===== config.mk =====
export PLATFORM = sky130hd
export DESIGN_NAME = imem_loader
export DESIGN_NICKNAME = d
export VERILOG_FILES = /design/src/rtl/imem_loader.sv
export SDC_FILE = /design/constraint.sdc
export NUM_CORES = 1
export LEC_CHECK = 0
export ABC_CLOCK_PERIOD_IN_PS = 2100
export BUFFER_PORTS_ARGS = -buffer_cell sky130_fd_sc_hd__buf_2
export CAP_MARGIN = 20
export CORE_ASPECT_RATIO = 0.5
export CORE_UTILIZATION = 50
export DETAILED_ROUTE_END_ITERATION = 6
export HOLD_SLACK_MARGIN = 0.03
export PLACE_DENSITY = 0.74
export REMOVE_ABC_BUFFERS = 1
export SETUP_SLACK_MARGIN = 0.05
export SYNTH_ARGS = -nofsm -noshare
export SYNTH_HDL_FRONTEND = slang
export SYNTH_SLANG_ARGS = --single-unit

===== constraint.sdc =====
create_clock -name clk -period 2.1 [get_ports clk]
set_clock_uncertainty 0.1 [all_clocks]
set_input_delay 0.315 -clock clk [delete_from_list [all_inputs] [get_ports clk]]
set_output_delay 0.315 -clock clk [all_outputs]
set_load 0.02 [all_outputs]

===== src/rtl/imem_loader.sv =====
// Byte-serial instruction-memory loader: length-prefixed big-endian word stream -> imem writes,
// holding the CPU in reset until the load completes. Optional trailing XOR checksum: LOADER_CHECKSUM_EN.
module imem_loader #(
  parameter int ADDR_W = 6
) (
  input  logic              clk,
  input  logic              reset,
  input  logic              start,
  input  logic              rx_valid,
  input  logic [7:0]        rx_data,
  output logic              rx_ready,
  output logic              we,
  output logic [ADDR_W-1:0] waddr,
  output logic [31:0]       wdata,
  output logic              cpu_reset,
  output logic              busy,
  output logic              done,
  output logic              error
);

  typedef enum logic [2:0] {
    S_IDLE   = 3'd0,
    S_LEN_HI = 3'd1,
    S_LEN_LO = 3'd2,
    S_DATA   = 3'd3,
    S_WRITE  = 3'd4,
    S_DONE   = 3'd5,
    S_ERR    = 3'd6
`ifdef LOADER_CHECKSUM_EN
    , S_CHK  = 3'd7
`endif
  } state_t;

  // Largest legal word count; 17 bits so that 2^16 itself is representable.
  localparam logic [16:0] CAP = 17'd1 << ADDR_W;

  state_t            state_r;
  logic [7:0]        len_hi_r;
  logic [ADDR_W-1:0] last_idx_r;
  logic [ADDR_W-1:0] idx_r;
  logic [1:0]        byte_cnt_r;
  logic [23:0]       asm_r;
  logic [15:0]       len_s;
  logic              len_bad_s;
  logic              accept_s;

`ifdef LOADER_CHECKSUM_EN
  logic [7:0] chk_r;

  function automatic logic [7:0] xor_accum(input logic [7:0] acc, input logic [7:0] b);
    return acc ^ b;
  endfunction
`endif

  assign accept_s  = rx_valid & rx_ready;
  assign len_s     = {len_hi_r, rx_data};
  assign len_bad_s = (len_s == 16'd0) || ({1'b0, len_s} > CAP);

  // Byte acceptance is decided by the state alone.
  always_comb begin
    case (state_r)
      S_LEN_HI, S_LEN_LO, S_DATA: rx_ready = 1'b1;
`ifdef LOADER_CHECKSUM_EN
      S_CHK:                      rx_ready = 1'b1;
`endif
      default:                    rx_ready = 1'b0;
    endcase
  end

  // Load sequencer with registered memory-port and status outputs.
  always_ff @(posedge clk) begin
    if (reset) begin
      state_r    <= S_IDLE;
      len_hi_r   <= 8'd0;
      last_idx_r <= '0;
      idx_r      <= '0;
      byte_cnt_r <= 2'd0;
      asm_r      <= 24'd0;
      we         <= 1'b0;
      waddr      <= '0;
      wdata      <= 32'd0;
      cpu_reset  <= 1'b1;
      busy       <= 1'b0;
      done       <= 1'b0;
      error      <= 1'b0;
`ifdef LOADER_CHECKSUM_EN
      chk_r      <= 8'd0;
`endif
    end else begin
      we <= 1'b0;
      case (state_r)
        S_IDLE, S_DONE, S_ERR: begin
          if (start) begin
            state_r   <= S_LEN_HI;
            busy      <= 1'b1;
            done      <= 1'b0;
            error     <= 1'b0;
            cpu_reset <= 1'b1;
`ifdef LOADER_CHECKSUM_EN
            chk_r     <= 8'd0;
`endif
          end
        end
        S_LEN_HI: begin
          if (accept_s) begin
            len_hi_r <= rx_data;
            state_r  <= S_LEN_LO;
          end
        end
        S_LEN_LO: begin
          if (accept_s) begin
            if (len_bad_s) begin
              state_r <= S_ERR;
              busy    <= 1'b0;
              error   <= 1'b1;
            end else begin
              last_idx_r <= ADDR_W'(len_s - 16'd1);
              idx_r      <= '0;
              byte_cnt_r <= 2'd0;
              state_r    <= S_DATA;
            end
          end
        end
        S_DATA: begin
          if (accept_s) begin
            asm_r <= {asm_r[15:0], rx_data};
`ifdef LOADER_CHECKSUM_EN
            chk_r <= xor_accum(chk_r, rx_data);
`endif
            if (byte_cnt_r == 2'd3) begin
              byte_cnt_r <= 2'd0;
              we         <= 1'b1;
              waddr      <= idx_r;
              wdata      <= {asm_r, rx_data};
              state_r    <= S_WRITE;
            end else begin
              byte_cnt_r <= byte_cnt_r + 2'd1;
            end
          end
        end
        S_WRITE: begin
          if (idx_r == last_idx_r) begin
`ifdef LOADER_CHECKSUM_EN
            state_r   <= S_CHK;
`else
            state_r   <= S_DONE;
            busy      <= 1'b0;
            done      <= 1'b1;
            cpu_reset <= 1'b0;
`endif
          end else begin
            idx_r   <= idx_r + ADDR_W'(1);
            state_r <= S_DATA;
          end
        end
`ifdef LOADER_CHECKSUM_EN
        S_CHK: begin
          if (accept_s) begin
            busy <= 1'b0;
            if (rx_data == chk_r) begin
              state_r   <= S_DONE;
              done      <= 1'b1;
              cpu_reset <= 1'b0;
            end else begin
              state_r <= S_ERR;
              error   <= 1'b1;
            end
          end
        end
`endif
        default: begin
          state_r   <= S_IDLE;
          busy      <= 1'b0;
          cpu_reset <= 1'b1;
        end
      endcase
    end
  end

endmodule


==> results of run 1 <==
==> layout make-up <==
type	count	area (um^2)	area share
clock buffer	10	229	0.0507
clock inverter	4	52.6	0.0116
inverter	6	22.5	0.00499
multi-input combinational	334	1700	0.377
sequential	92	1840	0.408
tap	92	115	0.0255
timing repair buffer	87	553	0.122
==> cell usage in the layout (no fill, tap or decap), types with 4 or more instances in the layout <==
cell | synthesis | final
a211oi_1 | 5 | 5
a21oi_1 | 79 | 79
buf_2 | 4 | 55
buf_4 | 0 | 29
clkbuf_16 | 0 | 9
dfxtp_1 | 92 | 92
ha_1 | 4 | 4
inv_1 | 6 | 6
nand2_1 | 154 | 154
nand3_1 | 4 | 4
nand3b_1 | 4 | 4
nor2_1 | 14 | 13
nor3_1 | 7 | 7
o21ai_0 | 9 | 9
or3_1 | 4 | 4
xnor2_1 | 9 | 9
==> routing by layer <==
layer,up-vias,part of all wire
met4,0,0.018
met3,15,0.055
met5,-,0
met1,1494,0.49
li1,1681,-
met2,76,0.44
==> registers in the layout, summed over array words and instances (netlist names) <==
signal	count
wdata	32
state_r	3
cpu_reset	1
idx_r	6
asm_r	24
done	1
waddr	6
byte_cnt_r	2
last_idx_r	6
we	1
busy	1
error	1
len_hi_r	8
==> report_power, final <==
group          total [mW]  internal [mW]  switching [mW]
sequential           1.90           1.83          0.0742
clock                1.56          0.908           0.653
combinational       0.854          0.359           0.495
==> cell families after synthesis <==
kind of cell | Yosys count
and+or+nand+nor | 206
buffers and inverters | 35
adders and majority gates | 4
xor gates and xnor gates | 11
muxes | 4
DFF | 92
AOI/OAI and AO/OA | 109
==> worst min-delay path by stage <==
stage / endpoint / cells after the start / from / slack (ps)
after floorplan: asm_r[0]$_SDFFE_PP0P_ / 1 / reset / 280
after global placement: waddr[1]$_SDFFE_PP0P_ / 2 / waddr[1]$_SDFFE_PP0P_ / 340
after detailed placement: wdata[27]$_SDFFE_PP0P_ / 2 / wdata[27]$_SDFFE_PP0P_ / 340
after CTS: wdata[7]$_SDFFE_PP0P_ / 3 / rx_data[7] / 140
after global routing: wdata[7]$_SDFFE_PP0P_ / 3 / rx_data[7] / 140
final: wdata[7]$_SDFFE_PP0P_ / 3 / rx_data[7] / 160
==> critical path, delay by kind of cell, from the launching register on <==
family	cells	cell delay, ps
buffers and inverters	1	210
AOI/OAI and AO/OA	2	330
and+or+nand+nor	2	800
DFF	1	380
==> metrics by stage <==
step           TNS [ps]  setup WS (ps)
6_report              0            200
5_1_grt               0           65.6
4_1_cts               0            188
3_5_place_dp      -80.5          -80.5
3_3_place_gp      -52.7          -52.7
2_1_floorplan    -27670           -712
==> impl_metrics.json, run 1 <==
{
  "post-route-drc-count": 0,
  "synth_area_leaders": "dfxtp_1 50%, nand2_1 16%, a21oi_1 11%",
  "worstPathRequired_ps": 2280,
  "dieArea_um2": 7710,
  "drt_first_pass_iters": 4,
  "synth_top_family_by_area": "simple AND/OR/NAND/NOR gates",
  "antenna_found_initial": 0,
  "stdcell_count": 625,
  "critPathMaxFanout": 11,
  "gp_congestion": 0.810,
  "power_mw": 4.32,
  "dpl.hpwl_um": 5260,
  "worst_setup_path_start_kind": "flop",
  "grt_pass1_wl_um": 13700,
  "cts_setup_buffers": 0,
  "wl_per_cell_um": 13.0,
  "ctsResizeCount": 0,
  "period_minus_slack_ps": 1900,
  "synth_top_cell_by_area": "dfxtp_1",
  "finalSetupViolations": 0,
  "crit_slowest_cell": "or4_1",
  "synth_common_cells": "154 x nand2_1, 92 x dfxtp_1, 79 x a21oi_1",
  "endpoint": "idx_r[5]$_SDFFE_PP0P_",
  "finalCritPeriodShare": 0.905,
  "fmax_mhz": 526,
  "rsz0062_at_grt": "false",
  "synth_top_area_share": 0.502,
  "hold_buffers": 0,
  "power_leakage_nw": 1.73,
  "placed_cell_area_um2": 4230,
  "gr-total-overflow": 0,
  "ctsHtreeMaxLevel": 3,
  "worst_ep_arrival_time_ps": 2080,
  "netlist_area_um2": 3670,
  "rr_worst_depth": 5,
  "max_cap_violations": 0,
  "synth_fa_ha_area_frac": 0.0136,
  "cts_buffers": 9,
  "io_pins": 56,
  "cp-end-kind": "flop",
  "dieHeight_um": 62.6,
  "antenna_cells": 0,
  "hold_path_class": "primary input to flop",
  "fill_cells": 630,
  "drv_slew": 0,
  "grt_pass1_vias": 2983,
  "yosysSeqAreaShare": 0.502,
  "drt_iter0_markers": 180,
  "peakVddDrop_v": 0.000631,
  "synth_edf_count": 0,
  "ant_nets": 0,
  "clk_path_buf_depth": 2,
  "clk_pin_slew_ps": 60,
  "via_count": 3266,
  "dpl.cell_count": 611,
  "clock_latency_ps": 340,
  "stdcell_area_um2": 4520,
  "tightestPinTransition_ps": 350,
  "routed_wl_um": 8140,
  "synth_cell_type_count": 42,
  "root_buffer": "clkbuf_16",
  "use_met1": 0.300,
  "synth_seq_cells": 92,
  "core-area_um2": 6880,
  "grt_max_degree": 74,
  "p_per_area_nw_per_um2": 956,
  "worstPathCellList": "nor3_1, o21ai_0, buf_4, or4_1, a21oi_1",
  "grtUsageTotal": 0.230,
  "synth_top_flop_cell": "dfxtp_1",
  "drive_gt1_frac": 0.195,
  "io_buffers": 55,
  "synth_warnings": 0,
  "yosys.area_share.simple": 0.244,
  "cts_tree": "built",
  "worstSetupPathType": "flop to flop",
  "status": "finished, final reports clean",
  "grt.busiest_layer": "met2",
  "syn_avg_cell_area_um2": 7.96,
  "synth_xor_area_frac": 0.0262,
  "synth_compound_gate_area_share": 0.166,
  "post-route-util": 0.656,
  "grt_util_met2": 0.353,
  "dieWidth_um": 123,
  "timing.hold.ws_ps": 156,
  "synthArstFlopShare": 0,
  "area_growth_pct": 23.0,
  "cpPeakStageDelay_ps": 500,
  "syn_inst": 461,
  "grt_use_met3": 0.0830,
  "clkSinkCount": 92,
  "max_slew_margin": 0.767,
  "reg2reg_to": "idx_r[5]$_SDFFE_PP0P_",
  "ff2ff_setup_slack_ps": 200,
  "rows": 21,
  "vias_per_cell": 5.23,
  "finalNetCount": 546,
  "final_hold_viol_count": 0,
  "start_util": 0.533,
  "yosysMostFrequentCell": "nand2_1",
  "reg2reg_from": "state_r[0]$_SDFFE_PP0P_",
  "critPathLaunch": "state_r[0]$_SDFFE_PP0P_",
  "synthMuxAreaShare": 0.0112
}
(Power assumes the default switching activity.)
==> run 2: changes to the inputs <==
--- a/config.mk
+++ b/config.mk
@@ -12,7 +12,7 @@
 export CORE_UTILIZATION = 50
 export DETAILED_ROUTE_END_ITERATION = 6
 export HOLD_SLACK_MARGIN = 0.03
-export PLACE_DENSITY = 0.74
+export PLACE_DENSITY_LB_ADDON = 0.15
 export REMOVE_ABC_BUFFERS = 1
 export SETUP_SLACK_MARGIN = 0.05
 export SYNTH_ARGS = -nofsm -noshare
==> impl_metrics.json, run 2 (synthesis gave the netlist of run 1 again) <==
{
  "regArea_um2": 1840,
  "top_regs": "wdata: 32 flops, asm_r: 24 flops, len_hi_r: 8 flops",
  "rows": 21,
  "final_hold_viol_count": 0,
  "grtUsageTotal": 0.234,
  "tightestPinTransition_ps": 413,
  "fill_cells": 608,
  "clkSinkCount": 92,
  "worst_setup_path_start_kind": "flop",
  "placed_cell_area_um2": 4230,
  "area_growth_pct": 24.5,
  "max_slew_margin": 0.725,
  "top_register": "wdata",
  "clock_latency_ps": 340,
  "cp-end-kind": "flop",
  "io_pins": 56,
  "gp_congestion": 0.859,
  "cts_tree": "built",
  "grt_max_degree": 69,
  "layout_commonest_cell": "nand2_1",
  "routed_wl_um": 8300,
  "wl_per_cell_um": 13.2,
  "root_buffer": "clkbuf_16",
  "drt_first_pass_iters": 4,
  "finalNetCount": 548,
  "via_count": 3287,
  "hold_path_class": "primary input to flop",
  "p_int_mw": 3.25,
  "cts_setup_buffers": 0,
  "clk_pin_slew_ps": 70,
  "worstPathRequired_ps": 2230,
  "dieArea_um2": 7710,
  "power_frac_seq": 0.416,
  "finalSetupViolations": 0,
  "p_sw_mw": 1.29,
  "antenna_found_initial": 0,
  "timing.hold.ws_ps": 147,
  "cpPeakStageDelay_ps": 330,
  "start_util": 0.533,
  "ctsResizeCount": 0,
  "ctsHtreeMaxLevel": 3,
  "cts_buffers": 9,
  "grt_pass1_vias": 2991,
  "post-route-util": 0.664,
  "critPathMaxFanout": 2,
  "peakVddDrop_v": 0.000853,
  "p_per_area_nw_per_um2": 994,
  "p_comb_frac": 0.192,
  "drt_iter0_markers": 297,
  "dpl.hpwl_um": 5420,
  "drive_gt1_frac": 0.205,
  "hold_buffers": 0,
  "worstSetupPathType": "flop to flop",
  "dieWidth_um": 123,
  "max_cap_violations": 0,
  "grt_pass1_wl_um": 14100,
  "rsz0062_at_grt": "false",
  "status": "finished, final reports clean",
  "crit_slowest_cell": "dfxtp_1",
  "fmax_mhz": 525,
  "multiInputGateArea_um2": 1710,
  "vias_per_cell": 5.23,
  "io_buffers": 55,
  "most-common-layout-cells": "154 x nand2_1, 92 x dfxtp_1, 79 x a21oi_1, 55 x buf_2, 32 x buf_4",
  "gr-total-overflow": 0,
  "ant_nets": 0,
  "antenna_cells": 0,
  "worstPathCellList": "nor4_2, nand3_1, o31a_1, and4bb_1, mux2_1",
  "stdcell_area_um2": 4570,
  "pwr-share-clk": 0.392,
  "post-route-drc-count": 0,
  "finalCritPeriodShare": 0.908,
  "drv_slew": 0,
  "dieHeight_um": 62.6,
  "core-area_um2": 6880,
  "clk_path_buf_depth": 2,
  "period_minus_slack_ps": 1910,
  "power_leakage_nw": 1.77,
  "switching_share": 0.283,
  "worst_ep_arrival_time_ps": 2030,
  "largest_register_ffs": 32
}
## run 2: worst paths after layout
path | end | from | slack, ps | cells past startpoint
setup / recovery | byte_cnt_r[0]$_SDFFE_PP0P_ | len_hi_r[1]$_SDFFE_PP0P_ | 190 | 5
hold / removal | wdata[7]$_SDFFE_PP0P_ | rx_data[7] | 150 | 3
setup reg to reg | byte_cnt_r[0]$_SDFFE_PP0P_ | len_hi_r[1]$_SDFFE_PP0P_ | 190 | 5
hold reg to reg | wdata[26]$_SDFFE_PP0P_ | asm_r[18]$_SDFFE_PP0P_ | 350 | 2
## run 2: layout make-up
class	count	area share
sequential	92	0.403
multi-input combinational	334	0.373
timing repair buffer	89	0.122
clock buffer	9	0.0493
tap	92	0.0252
clock inverter	7	0.0225
inverter	6	0.00493
## run 2: power by group through the flow
stage / Clock, mW / Sequential (mW) / Combinational (mW)
after global placement: 0 / 1.92 / 0.854
after global routing: 1.89 / 1.90 / 0.969
after floorplan: 0 / 1.99 / 0.432
final: 1.78 / 1.89 / 0.871
after CTS: 1.80 / 1.89 / 0.863
after detailed placement: 0 / 1.92 / 0.853
## run 2: through the flow
step / TNS, ps / power [mW] / setup WS, ps / std cells
2_1_floorplan: -27670 / 2.42 / -712 / 432
3_3_place_gp: -79.2 / 2.78 / -79.2 / 613
3_5_place_dp: -496 / 2.78 / -126 / 613
4_1_cts: 0 / 4.55 / 104 / 629
5_1_grt: 0 / 4.76 / 54.6 / 629
6_report: 0 / 4.54 / 193 / 629
## run 2: critical path, delay by kind of cell, from the launching register on
family           cells  cell delay, ps
AO/OA/AOI/OAI        1             280
flip-flops           1             330
multiplexers         1             330
AND/OR/NAND/NOR      3             750
## run 2: per-layer routing
| metal | vias up | share of wire | GRT usage |
|---|---|---|---|
| met5 | - | 0 | 0 |
| met4 | 0 | 0.011 | 0.0873 |
| met3 | 10 | 0.049 | 0.0703 |
| met2 | 70 | 0.46 | 0.355 |
| met1 | 1523 | 0.48 | 0.312 |
| li1 | 1684 | - | - |
